File: config.mk
export PLATFORM = sky130hd
export DESIGN_NAME = fp_unpack_flat
export DESIGN_NICKNAME = d
export VERILOG_FILES = /design/src/rtl/fp_unpack_if.sv /design/src/rtl/fp_unpack.sv /design/src/flat_wrapper.sv
export SDC_FILE = /design/constraint.sdc
export NUM_CORES = 1
export LEC_CHECK = 0
export ABC_AREA = 0
export BUFFER_PORTS_ARGS = -buffer_cell sky130_fd_sc_hd__buf_4
export CORE_MARGIN = 2
export CORE_UTILIZATION = 45
export CTS_CLUSTER_SIZE = 8
export DETAILED_ROUTE_END_ITERATION = 10
export PLACE_DENSITY = 0.9
export SYNTH_ARGS = -nofsm -noshare
export SYNTH_HDL_FRONTEND = slang
export SYNTH_SLANG_ARGS = --single-unit
export TNS_END_PERCENT = 100
File: constraint.sdc
create_clock -name clk -period 1.5 [get_ports clk]
set_input_delay 0.375 -clock clk [delete_from_list [all_inputs] [get_ports clk]]
set_output_delay 0.375 -clock clk [all_outputs]
set_load 0.01 [all_outputs]
File: src/rtl/fp_unpack_if.sv
// fp_unpack_if: operand/result bus of the IEEE unpacker.
//   in_valid/in_ready/in_word            - operand handshake (producer -> unpacker)
//   out_valid/out_ready                  - result handshake  (unpacker -> consumer)
//   out_sign/out_exp/out_sig             - unpacked sign, two's-complement biased exponent,
//                                          significand with explicit hidden bit
//   out_zero/out_inf/out_nan/out_snan/out_denorm - operand class flags
//   busy                                 - denormal normalization in progress
// modport slave  : the unpacker side
// modport master : the producer/consumer (test) side
`timescale 1ns/1ps
interface fp_unpack_if #(
   parameter int WEXP = 8,
   parameter int WSIG = 23
);
   logic                 in_valid;
   logic                 in_ready;
   logic [WEXP+WSIG:0]   in_word;
   logic                 out_valid;
   logic                 out_ready;
   logic                 out_sign;
   logic [WEXP+1:0]      out_exp;
   logic [WSIG:0]        out_sig;
   logic                 out_zero;
   logic                 out_inf;
   logic                 out_nan;
   logic                 out_snan;
   logic                 out_denorm;
   logic                 busy;

   modport slave (
      input  in_valid, in_word, out_ready,
      output in_ready, out_valid, out_sign, out_exp, out_sig,
             out_zero, out_inf, out_nan, out_snan, out_denorm, busy
   );

   modport master (
      output in_valid, in_word, out_ready,
      input  in_ready, out_valid, out_sign, out_exp, out_sig,
             out_zero, out_inf, out_nan, out_snan, out_denorm, busy
   );
endinterface

File: src/rtl/fp_unpack.sv
// fp_unpack: splits an IEEE-754 style word into sign, exponent and significand
// with the hidden bit made explicit, and classifies the operand.
//   clk   - single clock, rising edge
//   reset - asynchronous, active-high
//   bus   - fp_unpack_if.slave (operand/result handshakes, fields, flags, busy)
// Normal, zero, infinity and NaN results appear one cycle after accept.
// Build macro FP_UNPACK_DENORM_NORM_EN: when defined, denormals are normalized by a
// one-bit-per-cycle left shift (SHIFT state); when undefined they are flushed to
// zero with out_denorm set, and busy is tied low.
`timescale 1ns/1ps
module fp_unpack #(
   parameter int WEXP = 8,
   parameter int WSIG = 23
) (
   input  logic        clk,
   input  logic        reset,
   fp_unpack_if.slave  bus
);

   localparam logic [WEXP+1:0] EXP_ONE = {{(WEXP+1){1'b0}}, 1'b1};

   logic            sgn;
   logic [WEXP-1:0] e;
   logic [WSIG-1:0] frac;
   logic            e_zero, e_ones, f_zero;
   logic            accept;

   assign {sgn, e, frac} = bus.in_word;
   assign e_zero = (e == '0);
   assign e_ones = &e;
   assign f_zero = (frac == '0);

   typedef enum logic {IDLE = 1'b0, SHIFT = 1'b1} state_t;
   state_t state;

`ifdef FP_UNPACK_DENORM_NORM_EN
   state_t state_nx;

   always_ff @(posedge clk or posedge reset) begin
      if (reset) state <= IDLE;
      else       state <= state_nx;
   end

   // Leave SHIFT on the edge whose shift brings a 1 into the significand MSB.
   always_comb begin
      state_nx = state;
      case (state)
         IDLE:    if (accept && e_zero && !f_zero) state_nx = SHIFT;
         SHIFT:   if (bus.out_sig[WSIG-1])         state_nx = IDLE;
         default: state_nx = IDLE;
      endcase
   end

   assign bus.busy = (state == SHIFT);
`else
   assign state    = IDLE;
   assign bus.busy = 1'b0;
`endif

   // Gated by reset so nothing is taken while the block is held in reset.
   assign bus.in_ready = !reset && (state == IDLE) && (!bus.out_valid || bus.out_ready);
   assign accept       = bus.in_valid && bus.in_ready;

   always_ff @(posedge clk or posedge reset) begin
      if (reset) begin
         bus.out_valid  <= 1'b0;
         bus.out_sign   <= 1'b0;
         bus.out_exp    <= '0;
         bus.out_sig    <= '0;
         bus.out_zero   <= 1'b0;
         bus.out_inf    <= 1'b0;
         bus.out_nan    <= 1'b0;
         bus.out_snan   <= 1'b0;
         bus.out_denorm <= 1'b0;
      end else if (accept) begin
         bus.out_sign   <= sgn;
         bus.out_zero   <= 1'b0;
         bus.out_inf    <= 1'b0;
         bus.out_nan    <= 1'b0;
         bus.out_snan   <= 1'b0;
         bus.out_denorm <= 1'b0;
         bus.out_valid  <= 1'b1;
         if (e_ones) begin
            bus.out_exp  <= {2'b00, e};
            bus.out_sig  <= {1'b1, frac};
            bus.out_inf  <= f_zero;
            bus.out_nan  <= !f_zero;
            // Quiet bit is the fraction MSB; a NaN with it clear is signaling.
            bus.out_snan <= !f_zero && !frac[WSIG-1];
         end else if (!e_zero) begin
            bus.out_exp <= {2'b00, e};
            bus.out_sig <= {1'b1, frac};
         end else if (f_zero) begin
            bus.out_zero <= 1'b1;
            bus.out_exp  <= '0;
            bus.out_sig  <= '0;
         end else begin
            bus.out_denorm <= 1'b1;
`ifdef FP_UNPACK_DENORM_NORM_EN
            // Denormals carry an effective exponent of 1; shifting starts from there.
            bus.out_exp   <= EXP_ONE;
            bus.out_sig   <= {1'b0, frac};
            bus.out_valid <= 1'b0;
`else
            bus.out_zero  <= 1'b1;
            bus.out_exp   <= '0;
            bus.out_sig   <= '0;
`endif
         end
`ifdef FP_UNPACK_DENORM_NORM_EN
      end else if (state == SHIFT) begin
         bus.out_sig <= {bus.out_sig[WSIG-1:0], 1'b0};
         bus.out_exp <= bus.out_exp - EXP_ONE;
         if (bus.out_sig[WSIG-1]) bus.out_valid <= 1'b1;
`endif
      end else if (bus.out_ready) begin
         bus.out_valid <= 1'b0;
      end
   end

endmodule

File: src/flat_wrapper.sv
// flat-port wrapper written by rule: the top's interface ports become plain ports
module fp_unpack_flat 
#(
   parameter int WEXP = 8,
   parameter int WSIG = 23
)
  (clk, reset, bus_in_valid, bus_in_word, bus_out_ready, bus_in_ready, bus_out_valid, bus_out_sign, bus_out_exp, bus_out_sig, bus_out_zero, bus_out_inf, bus_out_nan, bus_out_snan, bus_out_denorm, bus_busy);
  fp_unpack_if #(.WEXP(WEXP), .WSIG(WSIG)) bus_i ();
  input  logic clk;
  input  logic reset;
  input wire logic [$bits(bus_i.in_valid)-1:0] bus_in_valid;
  input wire logic [$bits(bus_i.in_word)-1:0] bus_in_word;
  input wire logic [$bits(bus_i.out_ready)-1:0] bus_out_ready;
  output wire logic [$bits(bus_i.in_ready)-1:0] bus_in_ready;
  output wire logic [$bits(bus_i.out_valid)-1:0] bus_out_valid;
  output wire logic [$bits(bus_i.out_sign)-1:0] bus_out_sign;
  output wire logic [$bits(bus_i.out_exp)-1:0] bus_out_exp;
  output wire logic [$bits(bus_i.out_sig)-1:0] bus_out_sig;
  output wire logic [$bits(bus_i.out_zero)-1:0] bus_out_zero;
  output wire logic [$bits(bus_i.out_inf)-1:0] bus_out_inf;
  output wire logic [$bits(bus_i.out_nan)-1:0] bus_out_nan;
  output wire logic [$bits(bus_i.out_snan)-1:0] bus_out_snan;
  output wire logic [$bits(bus_i.out_denorm)-1:0] bus_out_denorm;
  output wire logic [$bits(bus_i.busy)-1:0] bus_busy;
  assign bus_i.in_valid = bus_in_valid;
  assign bus_i.in_word = bus_in_word;
  assign bus_i.out_ready = bus_out_ready;
  assign bus_in_ready = bus_i.in_ready;
  assign bus_out_valid = bus_i.out_valid;
  assign bus_out_sign = bus_i.out_sign;
  assign bus_out_exp = bus_i.out_exp;
  assign bus_out_sig = bus_i.out_sig;
  assign bus_out_zero = bus_i.out_zero;
  assign bus_out_inf = bus_i.out_inf;
  assign bus_out_nan = bus_i.out_nan;
  assign bus_out_snan = bus_i.out_snan;
  assign bus_out_denorm = bus_i.out_denorm;
  assign bus_busy = bus_i.busy;
  fp_unpack #(.WEXP(WEXP), .WSIG(WSIG)) u_core (.clk(clk), .reset(reset), .bus(bus_i));
endmodule
==> results.toml <==
[sta]
period_share = 0.979
drv_slew = 0
rsz0062_at_grt = "yes"
min_period_ns = 1.47
fmax_mhz = 681
hold_viol = 0
skew_ns = 0.00613
whs_ns = 0.181
finalSetupViolCount = 0

[route]
drt_iter0_markers = 39
wirelength_mm = 4.20
drt_pass1_iterations = 4
ant_nets = 0
vias = 1314
wire_per_inst_um = 17.4
drc = 0
vias_per_cell = 5.45

[critical_path]
worst_setup_path_start_kind = "register"
cp.depth = 3
max_stage_delay_ns = 0.42
cp-end-kind = "primary output"
crit_path_end = "bus_in_ready"
crit_required_ns = 1.12
path_max_fanout = 3
crit_chain = "nand2b_4 -> and2_4 -> buf_6"
crit_path_start = "u_core.bus.out_valid"
path_buf_inv = 1
reg2reg_slack_ns = 0.10
critical_path_arrival_ns = 1.09
path_class = "register to primary output"
path_delay_family = "flip-flops"
r2r-start = "u_core.bus.out_valid"
r2r_end = "u_core.bus.out_snan"
worstRegToRegCells = 4
crit_slowest_cell = "dfrtp_1"

[cts]
path_clk_slew_ns = 0.12
post_cts_buffers = 0
cts_buffers = 5
cts_htree_levels = 2
cts_tree = "yes"
cts_max_path_buffers = 2
cts_sinks = 39
cts_hold_buf = 0
root_buffer = "clkbuf_4"
insertion_delay_ns = 0.35

[die]
rows = 21
die_x_um = 63.3
start_util = 0.471
num_io_pins = 79
coreArea_mm2 = 0.00336
fp.dieArea_mm2 = 0.00401
die_h_um = 63.3

[power_and_ir_drop]
power_frac_seq = 0.457
p_clk_frac = 0.303
p_sw_uw = 741
cellPowerDensity_mw_per_mm2 = 1220
p_total_uw = 2860
total_leakage_power_uw = 0.00114
power.internal_uw = 2110
switching_share = 0.259
p_comb_frac = 0.240
vdd.ir_drop.worst_mv = 1.11

[layout]
layout-drive-gt1-share = 0.549
layoutNonFillerInstCount = 241
n_antenna_cell = 0
syn2layout_area_growth_pct = 48.5
fillers = 261
final_area_mm2 = 0.00235
fin_nets = 230
fin_util = 0.699

[synthesis]
synth_area_per_cell_um2 = 14.0
yosysTopAreaCellShare = 0.617
synth_cell_types = 26
yosys_warnings = 0
netlist.top_cell.by_area = "dfrtp_1"
synth_area_leaders = "dfrtp_1 (62%), a22o_1 (13%), mux2_2 (6.4%)"
ys_ff_latch = 39
syn_inst = 113
synth_seq_area_share = 0.617
syn_area_mm2 = 0.00158

[global_routing]
grt_pass1_wl_mm = 6.88
grt_max_degree = 40
globalRouteTotalUtil = 0.224
grt-ovfl-total = 0
grt_pass1_vias = 1350
antenna_found_initial = 0

[placement]
portBuffers = 75
place_congestion = 0.837
hpwl_mm = 3.19
placed_cells = 232
placed_cell_area_mm2 = 0.00220

[job]
maxCapViolations = 0

[worst_hold_path]
hold_path_class = "input pin to asynchronous set/reset pin"

[outcome]
status = "completed"
[logic make-up (layout without fill, tap and decap cells)]
kind of cell    after synthesis  count (layout)  share of synthesized area
compound gates               30              31                      0.167
buf+inv                      11              90                     0.0443
flops                        39              39                      0.617
mux                           9               9                     0.0640
other cells                   1               3                    0.00237
simple gates                 23              23                      0.106
[worst min path at each step]
stage,from,cells past startpoint,slack (ns),end
floorplan,reset,1,0.22,u_core.bus.out_denorm
global placement,u_core.bus.out_sig[23],1,0.46,u_core.bus.out_sig[23]
detailed placement,u_core.bus.out_sig[21],1,0.50,u_core.bus.out_sig[21]
CTS,reset,3,0.18,u_core.bus.out_sig[23]
global route,reset,3,0.19,u_core.bus.out_sig[17]
finish,reset,3,0.18,u_core.bus.out_sig[17]
[layout make-up]
class	count	area, um^2	area share
repair buffers	80	617	0.263
well taps	46	57.6	0.0245
clock buffers	5	37.5	0.0160
inverters	2	12.5	0.00532
clock inverters	3	67.6	0.0288
flip-flops and latches	39	976	0.415
multi-input cells	66	582	0.248
[flip-flops by register name (all words and copies together), names as in the netlist]
signal,cells
u_core.bus.out_valid,1
u_core.bus.out_exp,8
u_core.bus.out_denorm,1
u_core.bus.out_inf,1
u_core.bus.out_snan,1
u_core.bus.out_zero,1
u_core.bus.out_sign,1
u_core.bus.out_nan,1
u_core.bus.out_sig,24
[tightest hold or removal path: stages]
cell and delay (ns):
buf_4 0.12, inv_6 0.06, buf_4 0.42
[power groups by stage]
stage | Combinational (uW) | Clock [uW] | Sequential, uW
floorplan | 218 | 0 | 1380
global placement | 654 | 0 | 1310
detailed placement | 680 | 0 | 1320
CTS | 691 | 883 | 1300
global route | 730 | 933 | 1320
finish | 686 | 865 | 1310
[synthesized netlist by cell type]
master     n
a21o_1     1
a21oi_1    1
a21oi_4    1
a22o_1    24
and2_1     1
buf_2      2
buf_4      3
buf_6      2
clkbuf_1   2
conb_1     1
dfrtp_1   39
inv_1      1
inv_2      1
mux2_2     9
nand2_1    6
nand2b_2   1
nand3_4    1
nand4_1    3
nor2_1     1
nor3_1     2
nor4_1     5
nor4_4     2
o21ai_1    1
o31ai_1    1
o31ai_2    1
or3_1      1
[cell usage in the layout (no fill, tap or decap), types with 2 or more instances in the layout]
cell type	count
nor4_4	2
nor4_1	5
bufinv_16	2
buf_4	78
nor3_1	2
conb_1	3
a21oi_4	2
clkbuf_4	5
a22o_1	24
dfrtp_1	39
nand4_1	3
mux2_2	9
nand2_1	6
[layer usage]
| layer | vias to the layer above | track usage | routed length, um |
|---|---|---|---|
| met3 | 8 | 0.0607 | 236 |
| met2 | 51 | 0.374 | 2190 |
| met5 | - | 0 | 0 |
| met1 | 671 | 0.285 | 1690 |
| li1 | 584 | - | - |
| met4 | 0 | 0.0734 | 80 |
[stage by stage]
stage | worst slack [ns] | TNS, ns
after global routing | -0.0254 | -0.0254
after CTS | 0.00635 | 0
after detailed placement | -0.0988 | -2.02
after floorplan | 0.0850 | 0
final | 0.0315 | 0
after global placement | -0.0137 | -0.238
[what timing repair did]
item                       CTS  global route
resized for setup            3             3
pin swaps                    0             1
gates cloned                 1             0
setup endpoints to repair   16            13
Power figures use the tool's default switching activity.
